==> config.mk <==
export PLATFORM = sky130hd
export DESIGN_NAME = updown_cmd_frontend_flat
export DESIGN_NICKNAME = d
export VERILOG_FILES = /design/src/rtl/updown_pkg.sv /design/src/rtl/updown_cmd_frontend_if.sv /design/src/rtl/btn_debounce.sv /design/src/rtl/updown_cmd_frontend.sv /design/src/flat_wrapper.sv
export SDC_FILE = /design/constraint.sdc
export NUM_CORES = 1
export LEC_CHECK = 0
export ABC_AREA = 0
export BUFFER_PORTS_ARGS = -buffer_cell sky130_fd_sc_hd__buf_2
export CORE_AREA = 2 2 64 66
export DETAILED_ROUTE_END_ITERATION = 6
export DIE_AREA = 0 0 66 68
export HOLD_SLACK_MARGIN = 0.03
export PLACE_DENSITY = 0.68
export REMOVE_ABC_BUFFERS = 1
export SLEW_MARGIN = 20
export SYNTH_ARGS = -nofsm -noshare
export SYNTH_HDL_FRONTEND = slang
export SYNTH_SLANG_ARGS = --single-unit
export TNS_END_PERCENT = 1
==> constraint.sdc <==
create_clock -name clk -period 2.2 [get_ports clk]
set_input_delay 0.55 -clock clk [delete_from_list [all_inputs] [get_ports clk]]
set_output_delay 0.55 -clock clk [all_outputs]
set_load 0.02 [all_outputs]
==> src/rtl/updown_pkg.sv <==
// Shared types and constants for the up/down counter command front-end.
package updown_pkg;

  // Press-handling FSM states
  typedef enum logic [1:0] {
    ST_IDLE    = 2'd0,
    ST_HOLD    = 2'd1,
    ST_REPEAT  = 2'd2,
    ST_LOCKOUT = 2'd3
  } state_t;

  // Direction encoding seen by the downstream counter
  localparam logic DIR_UP   = 1'b1;
  localparam logic DIR_DOWN = 1'b0;

  // Cycles after reset before the synchroniser output reflects the pins
  localparam int unsigned FILL_CYCLES = 2;
  localparam int unsigned FILL_W      = 2;

endpackage : updown_pkg

==> src/rtl/updown_cmd_frontend_if.sv <==
// Button inputs and counter-control outputs of the command front-end.
interface updown_cmd_frontend_if;
  logic btn_up;
  logic btn_down;
  logic step;
  logic dir;
  logic held;

  // Driver of the buttons / consumer of step, dir, held
  modport master (
    output btn_up,
    output btn_down,
    input  step,
    input  dir,
    input  held
  );

  // The front-end itself
  modport slave (
    input  btn_up,
    input  btn_down,
    output step,
    output dir,
    output held
  );
endinterface : updown_cmd_frontend_if

==> src/rtl/btn_debounce.sv <==
// Two-flop synchroniser followed by a consecutive-sample debounce counter.
module btn_debounce #(
  parameter int unsigned DEB_CYCLES = 16,
  parameter int unsigned CNT_W      = 8
) (
  input  logic clk,
  input  logic rst,
  input  logic raw,
  output logic sync,
  output logic level
);

  logic             sync1;
  logic             sync2;
  logic             lvl;
  logic [CNT_W-1:0] cnt;

  // Synchronise, then flip the level only after DEB_CYCLES disagreeing samples
  always_ff @(posedge clk) begin
    if (rst) begin
      sync1 <= 1'b0;
      sync2 <= 1'b0;
      lvl   <= 1'b0;
      cnt   <= '0;
    end else begin
      sync1 <= raw;
      sync2 <= sync1;
      if (sync2 == lvl) begin
        cnt <= '0;
      end else if (cnt == CNT_W'(DEB_CYCLES - 1)) begin
        lvl <= ~lvl;
        cnt <= '0;
      end else begin
        cnt <= cnt + CNT_W'(1);
      end
    end
  end

  assign sync  = sync2;
  assign level = lvl;

endmodule : btn_debounce

==> src/rtl/updown_cmd_frontend.sv <==
// Push-button front-end: debounced single step on press, auto-repeat on hold,
// lockout while both buttons are involved.
module updown_cmd_frontend
  import updown_pkg::*;
#(
  parameter int unsigned DEB_CYCLES    = 16,
  parameter int unsigned HOLD_CYCLES   = 64,
  parameter int unsigned REPEAT_CYCLES = 16,
  parameter int unsigned TMR_W         = 8
) (
  input logic                  clk,
  input logic                  rst,
  updown_cmd_frontend_if.slave bus
);

  logic deb_up;
  logic deb_dn;
  logic sync_up;
  logic sync_dn;

  btn_debounce #(
    .DEB_CYCLES (DEB_CYCLES),
    .CNT_W      (TMR_W)
  ) u_deb_up (
    .clk   (clk),
    .rst   (rst),
    .raw   (bus.btn_up),
    .sync  (sync_up),
    .level (deb_up)
  );

  btn_debounce #(
    .DEB_CYCLES (DEB_CYCLES),
    .CNT_W      (TMR_W)
  ) u_deb_dn (
    .clk   (clk),
    .rst   (rst),
    .raw   (bus.btn_down),
    .sync  (sync_dn),
    .level (deb_dn)
  );

  state_t             state;
  logic [TMR_W-1:0]   tmr;
  logic [FILL_W-1:0]  fill;
  logic               armed;
  logic               step_q;
  logic               dir_q;
  logic               held_q;

  logic               up_v;
  logic               dn_v;
  logic               both;
  logic               none;
  logic               other;
  logic               quiet;
  logic [TMR_W-1:0]   tmr_end;
  logic [TMR_W-1:0]   tmr_nxt;

  // Effective inputs, conflict detection and timer helpers
  always_comb begin
    up_v    = deb_up & ~deb_dn;
    dn_v    = deb_dn & ~deb_up;
    both    = deb_up & deb_dn;
    none    = ~deb_up & ~deb_dn;
    other   = (dir_q == DIR_UP) ? dn_v : up_v;
    quiet   = (fill == FILL_W'(FILL_CYCLES)) & ~sync_up & ~sync_dn & none;
    tmr_end = (state == ST_HOLD) ? TMR_W'(HOLD_CYCLES - 1) : TMR_W'(REPEAT_CYCLES - 1);
    tmr_nxt = (tmr == '1) ? tmr : tmr + TMR_W'(1);
  end

  // Press FSM with registered step/dir/held; a button still held through a
  // reset must be released before it can issue a step again (armed).
  always_ff @(posedge clk) begin
    if (rst) begin
      state  <= ST_IDLE;
      tmr    <= '0;
      fill   <= '0;
      armed  <= 1'b0;
      step_q <= 1'b0;
      dir_q  <= DIR_UP;
      held_q <= 1'b0;
    end else begin
      step_q <= 1'b0;
      if (fill != FILL_W'(FILL_CYCLES)) fill <= fill + FILL_W'(1);
      if (quiet) armed <= 1'b1;

      case (state)
        ST_IDLE: begin
          held_q <= 1'b0;
          if (both) begin
            state <= ST_LOCKOUT;
          end else if (armed && (up_v || dn_v)) begin
            step_q <= 1'b1;
            dir_q  <= up_v ? DIR_UP : DIR_DOWN;
            tmr    <= '0;
            held_q <= 1'b1;
            state  <= ST_HOLD;
          end
        end

        ST_HOLD, ST_REPEAT: begin
          if (both || other) begin
            held_q <= 1'b0;
            state  <= ST_LOCKOUT;
          end else if (none) begin
            held_q <= 1'b0;
            state  <= ST_IDLE;
          end else if (tmr == tmr_end) begin
            step_q <= 1'b1;
            tmr    <= '0;
            state  <= ST_REPEAT;
          end else begin
            tmr <= tmr_nxt;
          end
        end

        ST_LOCKOUT: begin
          held_q <= 1'b0;
          if (none) state <= ST_IDLE;
        end

        default: begin
          held_q <= 1'b0;
          state  <= ST_IDLE;
        end
      endcase
    end
  end

  assign bus.step = step_q;
  assign bus.dir  = dir_q;
  assign bus.held = held_q;

endmodule : updown_cmd_frontend
==> src/flat_wrapper.sv <==
// flat-port wrapper written by rule: the top's interface ports become plain ports
module updown_cmd_frontend_flat import updown_pkg::*;
#(
  parameter int unsigned DEB_CYCLES    = 16,
  parameter int unsigned HOLD_CYCLES   = 64,
  parameter int unsigned REPEAT_CYCLES = 16,
  parameter int unsigned TMR_W         = 8
)
  (clk, rst, bus_btn_up, bus_btn_down, bus_step, bus_dir, bus_held);
  updown_cmd_frontend_if bus_i ();
  input logic clk;
  input logic rst;
  input wire logic [$bits(bus_i.btn_up)-1:0] bus_btn_up;
  input wire logic [$bits(bus_i.btn_down)-1:0] bus_btn_down;
  output wire logic [$bits(bus_i.step)-1:0] bus_step;
  output wire logic [$bits(bus_i.dir)-1:0] bus_dir;
  output wire logic [$bits(bus_i.held)-1:0] bus_held;
  assign bus_i.btn_up = bus_btn_up;
  assign bus_i.btn_down = bus_btn_down;
  assign bus_step = bus_i.step;
  assign bus_dir = bus_i.dir;
  assign bus_held = bus_i.held;
  updown_cmd_frontend #(.DEB_CYCLES(DEB_CYCLES), .HOLD_CYCLES(HOLD_CYCLES), .REPEAT_CYCLES(REPEAT_CYCLES), .TMR_W(TMR_W)) u_core (.clk(clk), .rst(rst), .bus(bus_i));
endmodule
Word level (Yosys, flattened, before mapping). Cells that the tools add are included.

Register bits after elaboration: 38. Output and inout port bits: 3. Word-level logic and storage cells: 92.

Add/sub/neg operators: 4. Equal/unequal tests: 20. Mux-type cells: 26. Bitwise operators: 14. Reduce and logical (&&, ||, !) cells: 13.

Operator list (number): $mux 8 (6); $add 8x1->8 const B (3); $eq 8x4->1 const B (2); $pmux 8 s2 (1); $mux 2 (6); $mux 1 (9); $eq 8x8->1 (1); $eq 8x8->1 const B (1); $ne 2x2->1 const B (4); $and 1x1->1 (7); $not 1->1 (7); $eq 2x2->1 const B (3); $mux 6 (1); $ne 3x1->1 const B (2); $pmux 2 s3 (1); $reduce_and 3->1 (2); $reduce_and 6->1 (1); $reduce_or 3->1 (2); $ne 2x1->1 const B (2); $ne 4x1->1 const B (1); $reduce_and 2->1 (2); $ne 3x3->1 const B (1); $pmux 1 s3 (1); $add 2x1->2 const B (1); 8 further kinds (10).

Depth between registers and ports, before layout. Gate-level depths: netlist (run 1).

Word-level depth: 7. Gate-level depth with buffers: 8.

By module. Synthesis (run 1) repeated with hierarchy kept, for this count alone.

Cells, all modules: 215. Area total of the unflattened synthesis: 1913.1 um2.

By module, submodules not included: updown_cmd_frontend (times used 1, cells an instance 115, area each 1014.7 um2); btn_debounce (times used 2, cells an instance 50, area each 449.2 um2).

Least setup slack after synthesis (run 1). OpenSTA, ideal clock, no wires.

Path type: register to register. Start point: register u_core.state[0]. End point: register u_core.tmr[0]. Setup time: 0.085 ns. Data arrival time: 2.010 ns. Path slack: 0.105 ns. Stages on the path, launching flop included: 9. Path buffers: 3. Clock period less this slack: 2.095 ns. Cell sequence: dfxtp_1 inv_1 ha_1 clkbuf_1 and4_1 clkbuf_1 or4b_1 buf_2 o31ai_2.

Cells in the longest elaborated chain, start to end: 7. Elaborated cells on any way between the ends: 17. Classes of those cells: eq/ne (8); mux (5); reduce/logical (4).

RTL lines: start: declaration (line updown_cmd_frontend.sv:43) `state_t state;`; start signal: assignment (line updown_cmd_frontend.sv:76) `state <= ST_IDLE;`; start signal: assignment (line updown_cmd_frontend.sv:92) `state <= ST_LOCKOUT;`; start signal: assignment (line updown_cmd_frontend.sv:98) `state <= ST_HOLD;`; $eq 2x1->1 (line updown_cmd_frontend.sv:68, updown_cmd_frontend.sv:88); $mux 6 (line updown_cmd_frontend.sv:68) `tmr_end = (state == ST_HOLD) ? TMR_W'(HOLD_CYCLES - 1) : TMR_W'(REPEAT_CYCLES - 1);`; $eq 8x8->1 (line updown_cmd_frontend.sv:109) `end else if (tmr == tmr_end) begin`; $mux 8 (line updown_cmd_frontend.sv:109); $mux 8 (line updown_cmd_frontend.sv:106) `end else if (none) begin`; $mux 8 (line updown_cmd_frontend.sv:103) `if (both || other) begin`; $pmux 8 s2 (line updown_cmd_frontend.sv:88) `case (state)`; end signal: assignment (line updown_cmd_frontend.sv:114) `tmr <= tmr_nxt;`; end: declaration (line updown_cmd_frontend.sv:44) `logic [TMR_W-1:0] tmr;`.

Parallel ways exist; a longest one is shown, timed or not. The select of a mux whose other input is x is not followed. A chain may end at the register's enable or synchronous reset.

Worst setup path after layout (run 1). Ends and elaborated chain as after synthesis.

==> out/summary.txt, run 1 <==
CTS tree -> yes
Switching Share -> 0.237
DRC viols -> 0
IO Count -> 7
Cell chain of the critical path -> inv_1 > ha_1 > a21o_1 > a221o_1 > or4b_4 > o31ai_2
Final core utilization -> 0.549
Crit path capture type -> register
Worst skew pair latency -> 0.30 ns
CP arrival -> 2.33 ns
Die area -> 4490 sq um
Type of the worst setup path -> register to register
First-pass DRT Iterations -> 4
GRT Overall Usage -> 0.168
Clock root buffer -> clkbuf_8
Endpoints failing hold -> 0
Slowest CP cell -> or4b_4
Post-CTS setup repair buffer count -> 0
H-tree Lvls -> 2
Max Cap Viol -> 0
Largest net degree at the start of global routing -> 29
Mean area per synthesized cell -> 8.69 sq um
Cell Pwr Density -> 813 nW/um^2
TritonCTS Buffers -> 5
ANT nets after route -> 0
Setup Viol. Count Final -> 0
Post-Synthesis Cells -> 213
Hpwl dp -> 2360 um
Seq cells post-synth -> 38
Non-filler cells, final -> 276
Starting Density -> 0.480
Ranking of synthesized cells by area -> dfxtp_1 (41%), ha_1 (8.1%), nor2_1 (7.3%)
Post-layout minimum cycle time -> 2.11 ns
Mapped cell area -> 1850 sq um
DR iter-0 viols -> 68
Logic pwr share -> 0.140
Worst VDD drop -> 0.000435 V
Layout cells sized above 1 -> 0.124
Gr ovfl total -> 0
Worst setup slack after layout -> 0.0905 ns
Status -> completed
Post-Route WL -> 3360 um
Netlist cell types -> 42
Setup TNS Final -> 0 ns
Initial antenna violation count -> 0
Area after DPL -> 1970 sq um
Die width -> 66 um
Rel. slew slack -> 0.672
Final GP Congestion -> 0.777
Largest stage delay, worst path -> 0.57 ns
Clock Skews -> 0.00786 ns
N_diodes -> 0
Sequential area share after synthesis -> 0.411
Pint -> 1.31 mW
Area leader, netlist -> dfxtp_1
Clock tree buffer depth -> 2
Clock Power Share -> 0.429
Port bufs -> 6
Area growth syn-to-layout -> 14.5%
Post-route design area -> 2120 sq um
Share of the synthesized area in the top cell type -> 0.411
Hold_buf cts -> 0
Clk slew on worst S/H paths -> 0.08 ns
Lkg Pwr -> 0.822 nW
Worst Path Buf+Inv -> 1
Detailed-route wire length per cell -> 12.2 um
DR vias/cell -> 5.26
Final nets -> 241
Yosys warns -> 0
Die H -> 68 um
CP top delay family -> compound AO/OA/AOI/OAI gates
Worst setup SP type -> register
Count of final max-slew check failures -> 0
Worst Tran Pin Value -> 0.491 ns
Sequential share of power -> 0.431
Rows -> 23
Vias -> 1452
Required time of the critical path -> 2.42 ns
Post-Place Setup Slack -> -0.00645 ns
Crit-path max FO -> 6
Number of global-route vias before repair -> 1348
Worst min path class -> register to register
First-pass GRT wire length -> 5780 um
Sink Count -> 38
Placed instance count -> 268
Crit share post-route -> 0.959
Max Fclk -> 0.474 GHz
RSZ-0062 raised after global routing -> false
Core footprint -> 3860 sq um
Net Sw Power -> 408 uW
## power by group through the flow
| stage | combinational [mW] | clock (mW) | sequential [mW] |
|---|---|---|---|
| floorplan | 0.166 | 0 | 0.754 |
| global placement | 0.233 | 0 | 0.757 |
| detailed placement | 0.238 | 0 | 0.758 |
| CTS | 0.241 | 0.756 | 0.742 |
| global route | 0.272 | 0.787 | 0.747 |
| finish | 0.241 | 0.739 | 0.742 |
## synth_stat cells (all sizes together)
library cell,count
or3,3
or4b,1
xnor2,9
buf,5
nor3b,1
nand3,7
nor4,1
and4,3
dfxtp,38
mux2i,2
nand2,12
nand4,5
o21a,1
and3,3
or4,3
clkbuf,6
a21o,1
xor2,6
o21ai,4
mux2,3
a211oi,2
nor2,36
ha,12
o211ai,2
a221o,1
a311oi,2
a21oi,9
inv,14
nor2b,7
nand4bb,1
o32ai,4
o311ai,1
nor3,3
a31oi,1
a222oi,1
nand3b,1
o31ai,2
## sequential cells by signal (all words and copies together) (netlist names), 2 cells and up
signal               flops
u_core.u_deb_up.cnt      8
u_core.u_deb_dn.cnt      8
u_core.tmr               8
u_core.fill              2
u_core.state             2
## path summary, 6_finish.rpt
| check | startpoint | to | slack (ns) | depth (start not counted) |
|---|---|---|---|---|
| worst max-delay path | u_core.state[0]$_SDFFE_PP0P_ | u_core.tmr[0]$_SDFFE_PP0P_ | 0.09 | 6 |
| worst min-delay path | u_core.u_deb_dn.sync1$_SDFF_PP0_ | u_core.u_deb_dn.sync$_SDFF_PP0_ | 0.44 | 1 |
| worst max register to register | u_core.state[0]$_SDFFE_PP0P_ | u_core.tmr[0]$_SDFFE_PP0P_ | 0.09 | 6 |
| worst min register to register | u_core.u_deb_dn.sync1$_SDFF_PP0_ | u_core.u_deb_dn.sync$_SDFF_PP0_ | 0.44 | 1 |
## per-layer routing
layer	up-vias	wire, um	GRT usage	part of all wire
met5	-	0	0	0
met4	0	65	0.0867	0.019
met3	8	117	0.0510	0.035
met2	25	1530	0.282	0.45
met1	658	1650	0.194	0.49
li1	761	-	-	-
## placed cells by master, fill, tap and decap left out, drive strengths merged, types with 7 or more instances in the layout
| master | Yosys | layout |
|---|---|---|
| xnor2 | 9 | 9 |
| buf | 5 | 16 |
| nor2 | 36 | 36 |
| a21oi | 9 | 9 |
| nand3 | 7 | 7 |
| dfxtp | 38 | 38 |
| nand2 | 12 | 12 |
| nor2b | 7 | 7 |
| inv | 14 | 14 |
| ha | 12 | 12 |
## timing repair
action,CTS,global route
hold endpoints to repair,0,0
setup endpoints to repair,2,0
gates resized for setup,1,0
## kinds of logic (layout without fill, tap and decap cells)
family | after synthesis | in the layout | synth area share
simple gates | 87 | 87 | 0.235
flops | 38 | 38 | 0.411
compound gates | 31 | 31 | 0.118
buf+inv | 25 | 38 | 0.0534
xor+xnor | 15 | 15 | 0.0710
fa+ha+maj | 12 | 12 | 0.0811
mux | 5 | 5 | 0.0311
## stage by stage
step	hold WS [ns]	power [mW]
after global placement	0.417	0.989
after global routing	0.453	1.81
after detailed placement	0.424	0.996
final	0.437	1.72
after CTS	0.442	1.74
after floorplan	0.414	0.920
## layout make-up
class,instances,area (sq um)
Fill cell,386,1740
Multi-Input combinational cell,150,995
Sequential cell,38,761
Timing Repair Buffer,16,105
Clock buffer,6,82.6
Tap cell,50,62.6
Clock inverter,2,60.1
Inverter,14,52.6
Power figures use the tool's default switching activity.
==> run 2: changes to the inputs <==
--- a/config.mk
+++ b/config.mk
@@ -11,7 +11,7 @@
 export DETAILED_ROUTE_END_ITERATION = 6
 export DIE_AREA = 0 0 66 68
 export HOLD_SLACK_MARGIN = 0.03
-export PLACE_DENSITY = 0.68
+export PLACE_DENSITY_LB_ADDON = 0.1
 export REMOVE_ABC_BUFFERS = 1
 export SLEW_MARGIN = 20
 export SYNTH_ARGS = -nofsm -noshare
==> run 2 against run 1 <==
Non-clock buffer count is 3 lower. Clock power decreased by 33%. Utilization down 1.5 points. Total power down 15%. Sequential power hardly changed. Die area unchanged. Register-to-register slack improved by 0.04 ns. Clock-buffer cell count unchanged. Setup slack gained 0.041 ns. Worst hold slack improved by 0.0096 ns. Sequential share of layout area grew 1.0 points. First-iteration DRC count rose to 2.7 times the previous value. Largest cell class unchanged. Highest routed layer unchanged.
==> out/summary.txt, run 2 (synthesis results as in run 1) <==
Worst skew pair latency -> 0.29 ns
Post-Route WL -> 3460 um
Rel. slew slack -> 0.660
Die area -> 4490 sq um
H-tree Lvls -> 2
Max Cap Viol -> 0
Wl on met1 -> 1570 um
GRT Overall Usage -> 0.188
Sink Count -> 38
Die width -> 66 um
Final nets -> 238
Detailed-route wire length per cell -> 12.7 um
Layout cells sized above 1 -> 0.121
Worst Tran Pin Value -> 0.510 ns
Area after DPL -> 1950 sq um
ANT nets after route -> 0
Clock root buffer -> clkbuf_8
Crit path capture type -> register
Final GP Congestion -> 0.840
Worst min path class -> register to register
Clock Skews -> 0.00252 ns
Type of the worst setup path -> register to register
Core footprint -> 3860 sq um
Initial antenna violation count -> 0
Cell Pwr Density -> 712 nW/um^2
Largest net degree at the start of global routing -> 29
Number of global-route vias before repair -> 1494
Setup TNS Final -> 0 ns
Hpwl dp -> 2550 um
Crit-path max FO -> 6
Max Fclk -> 0.484 GHz
DRC viols -> 0
Status -> completed
DR iter-0 viols -> 185
Flop2flop setup slack -> 0.13 ns
Final hold slack -> 0.446 ns
TritonCTS Buffers -> 5
First-pass DRT Iterations -> 4
Final core utilization -> 0.535
Lkg Pwr -> 0.783 nW
IO Count -> 7
Crit share post-route -> 0.940
Count of final max-slew check failures -> 0
CTS tree -> yes
N_diodes -> 0
Hold_buf cts -> 0
Clock tree buffer depth -> 2
Largest registers -> u_core.tmr x8, u_core.u_deb_dn.cnt x8, u_core.u_deb_up.cnt x8
First-pass GRT wire length -> 6400 um
Gr ovfl total -> 0
Worst VDD drop -> 0.000392 V
Most frequent cells in the layout -> dfxtp_1 (37), nor2_1 (36), inv_1 (13), nand2_1 (12), ha_1 (11)
Endpoints failing hold -> 0
Rows -> 23
Clk slew on worst S/H paths -> 0.07 ns
Die H -> 68 um
Total Power -> 1.47 mW
Vias -> 1474
Port bufs -> 6
Routed met3 length -> 101 um
Setup Viol. Count Final -> 0
Post-layout minimum cycle time -> 2.07 ns
Area growth syn-to-layout -> 11.4%
Most common cell after layout, fill and taps aside -> dfxtp_1
Highest routed layer -> met4
Post-route design area -> 2060 sq um
RSZ-0062 raised after global routing -> false
Starting Density -> 0.480
DR vias/cell -> 5.40
Met2 wire length -> 1710 um
Worst setup SP type -> register
Post-CTS setup repair buffer count -> 0
CP arrival -> 2.28 ns
Required time of the critical path -> 2.41 ns
-- run 2: timing repair --
action | in CTS | in global routing
setup endpoints to repair | 4 | 8
pin swaps | 0 | 1
gates resized for setup | 1 | 2
-- run 2: worst max-delay path, cell delays in order (launching register included) --
cell and delay, ns:
dfxtp_1 0.41, inv_1 0.11, ha_1 0.30, nand3b_1 0.08, a221o_1 0.32, or4b_4 0.58
o31ai_2 0.19
-- run 2: worst paths after layout --
kind / from / to / cells past startpoint
hold / removal: u_core.u_deb_dn.sync1$_SDFF_PP0_ / u_core.u_deb_dn.sync$_SDFF_PP0_ / 1
setup reg to reg: u_core.u_deb_dn.level$_SDFFE_PP0P_ / u_core.tmr[0]$_SDFFE_PP0P_ / 6
setup / recovery: u_core.u_deb_dn.level$_SDFFE_PP0P_ / u_core.tmr[0]$_SDFFE_PP0P_ / 6
hold reg to reg: u_core.u_deb_dn.sync1$_SDFF_PP0_ / u_core.u_deb_dn.sync$_SDFF_PP0_ / 1
-- run 2: layout make-up --
cell class | instances | area, sq um
clock buffers | 6 | 82.6
multi-input cells | 150 | 1010
well taps | 50 | 62.6
clock inverters | 2 | 12.5
repair buffers | 13 | 82.6
inverters | 14 | 52.6
fillers | 355 | 1790
flip-flops and latches | 38 | 762
-- run 2: metal layers --
metal / up-vias / global-route usage
li1: 751 / -
met1: 691 / 0.215
met2: 24 / 0.330
met3: 8 / 0.0395
met4: 0 / 0.0995
met5: - / 0
-- run 2: per-stage QoR --
step,cells,setup WS (ns)
2_1_floorplan,202,-0.0508
3_3_place_gp,265,0.0590
3_5_place_dp,265,-0.0185
4_1_cts,273,0.0565
5_1_grt,273,0.00321
6_report,273,0.132
-- run 2: power breakdown --
| part | switching (mW) | leakage (nW) | total, mW | internal, mW |
|---|---|---|---|---|
| clock network | 0.241 | 0.0472 | 0.492 | 0.252 |
| logic | 0.130 | 0.428 | 0.235 | 0.105 |
| registers | 0.0199 | 0.308 | 0.741 | 0.721 |
| total | 0.391 | 0.783 | 1.47 | 1.08 |
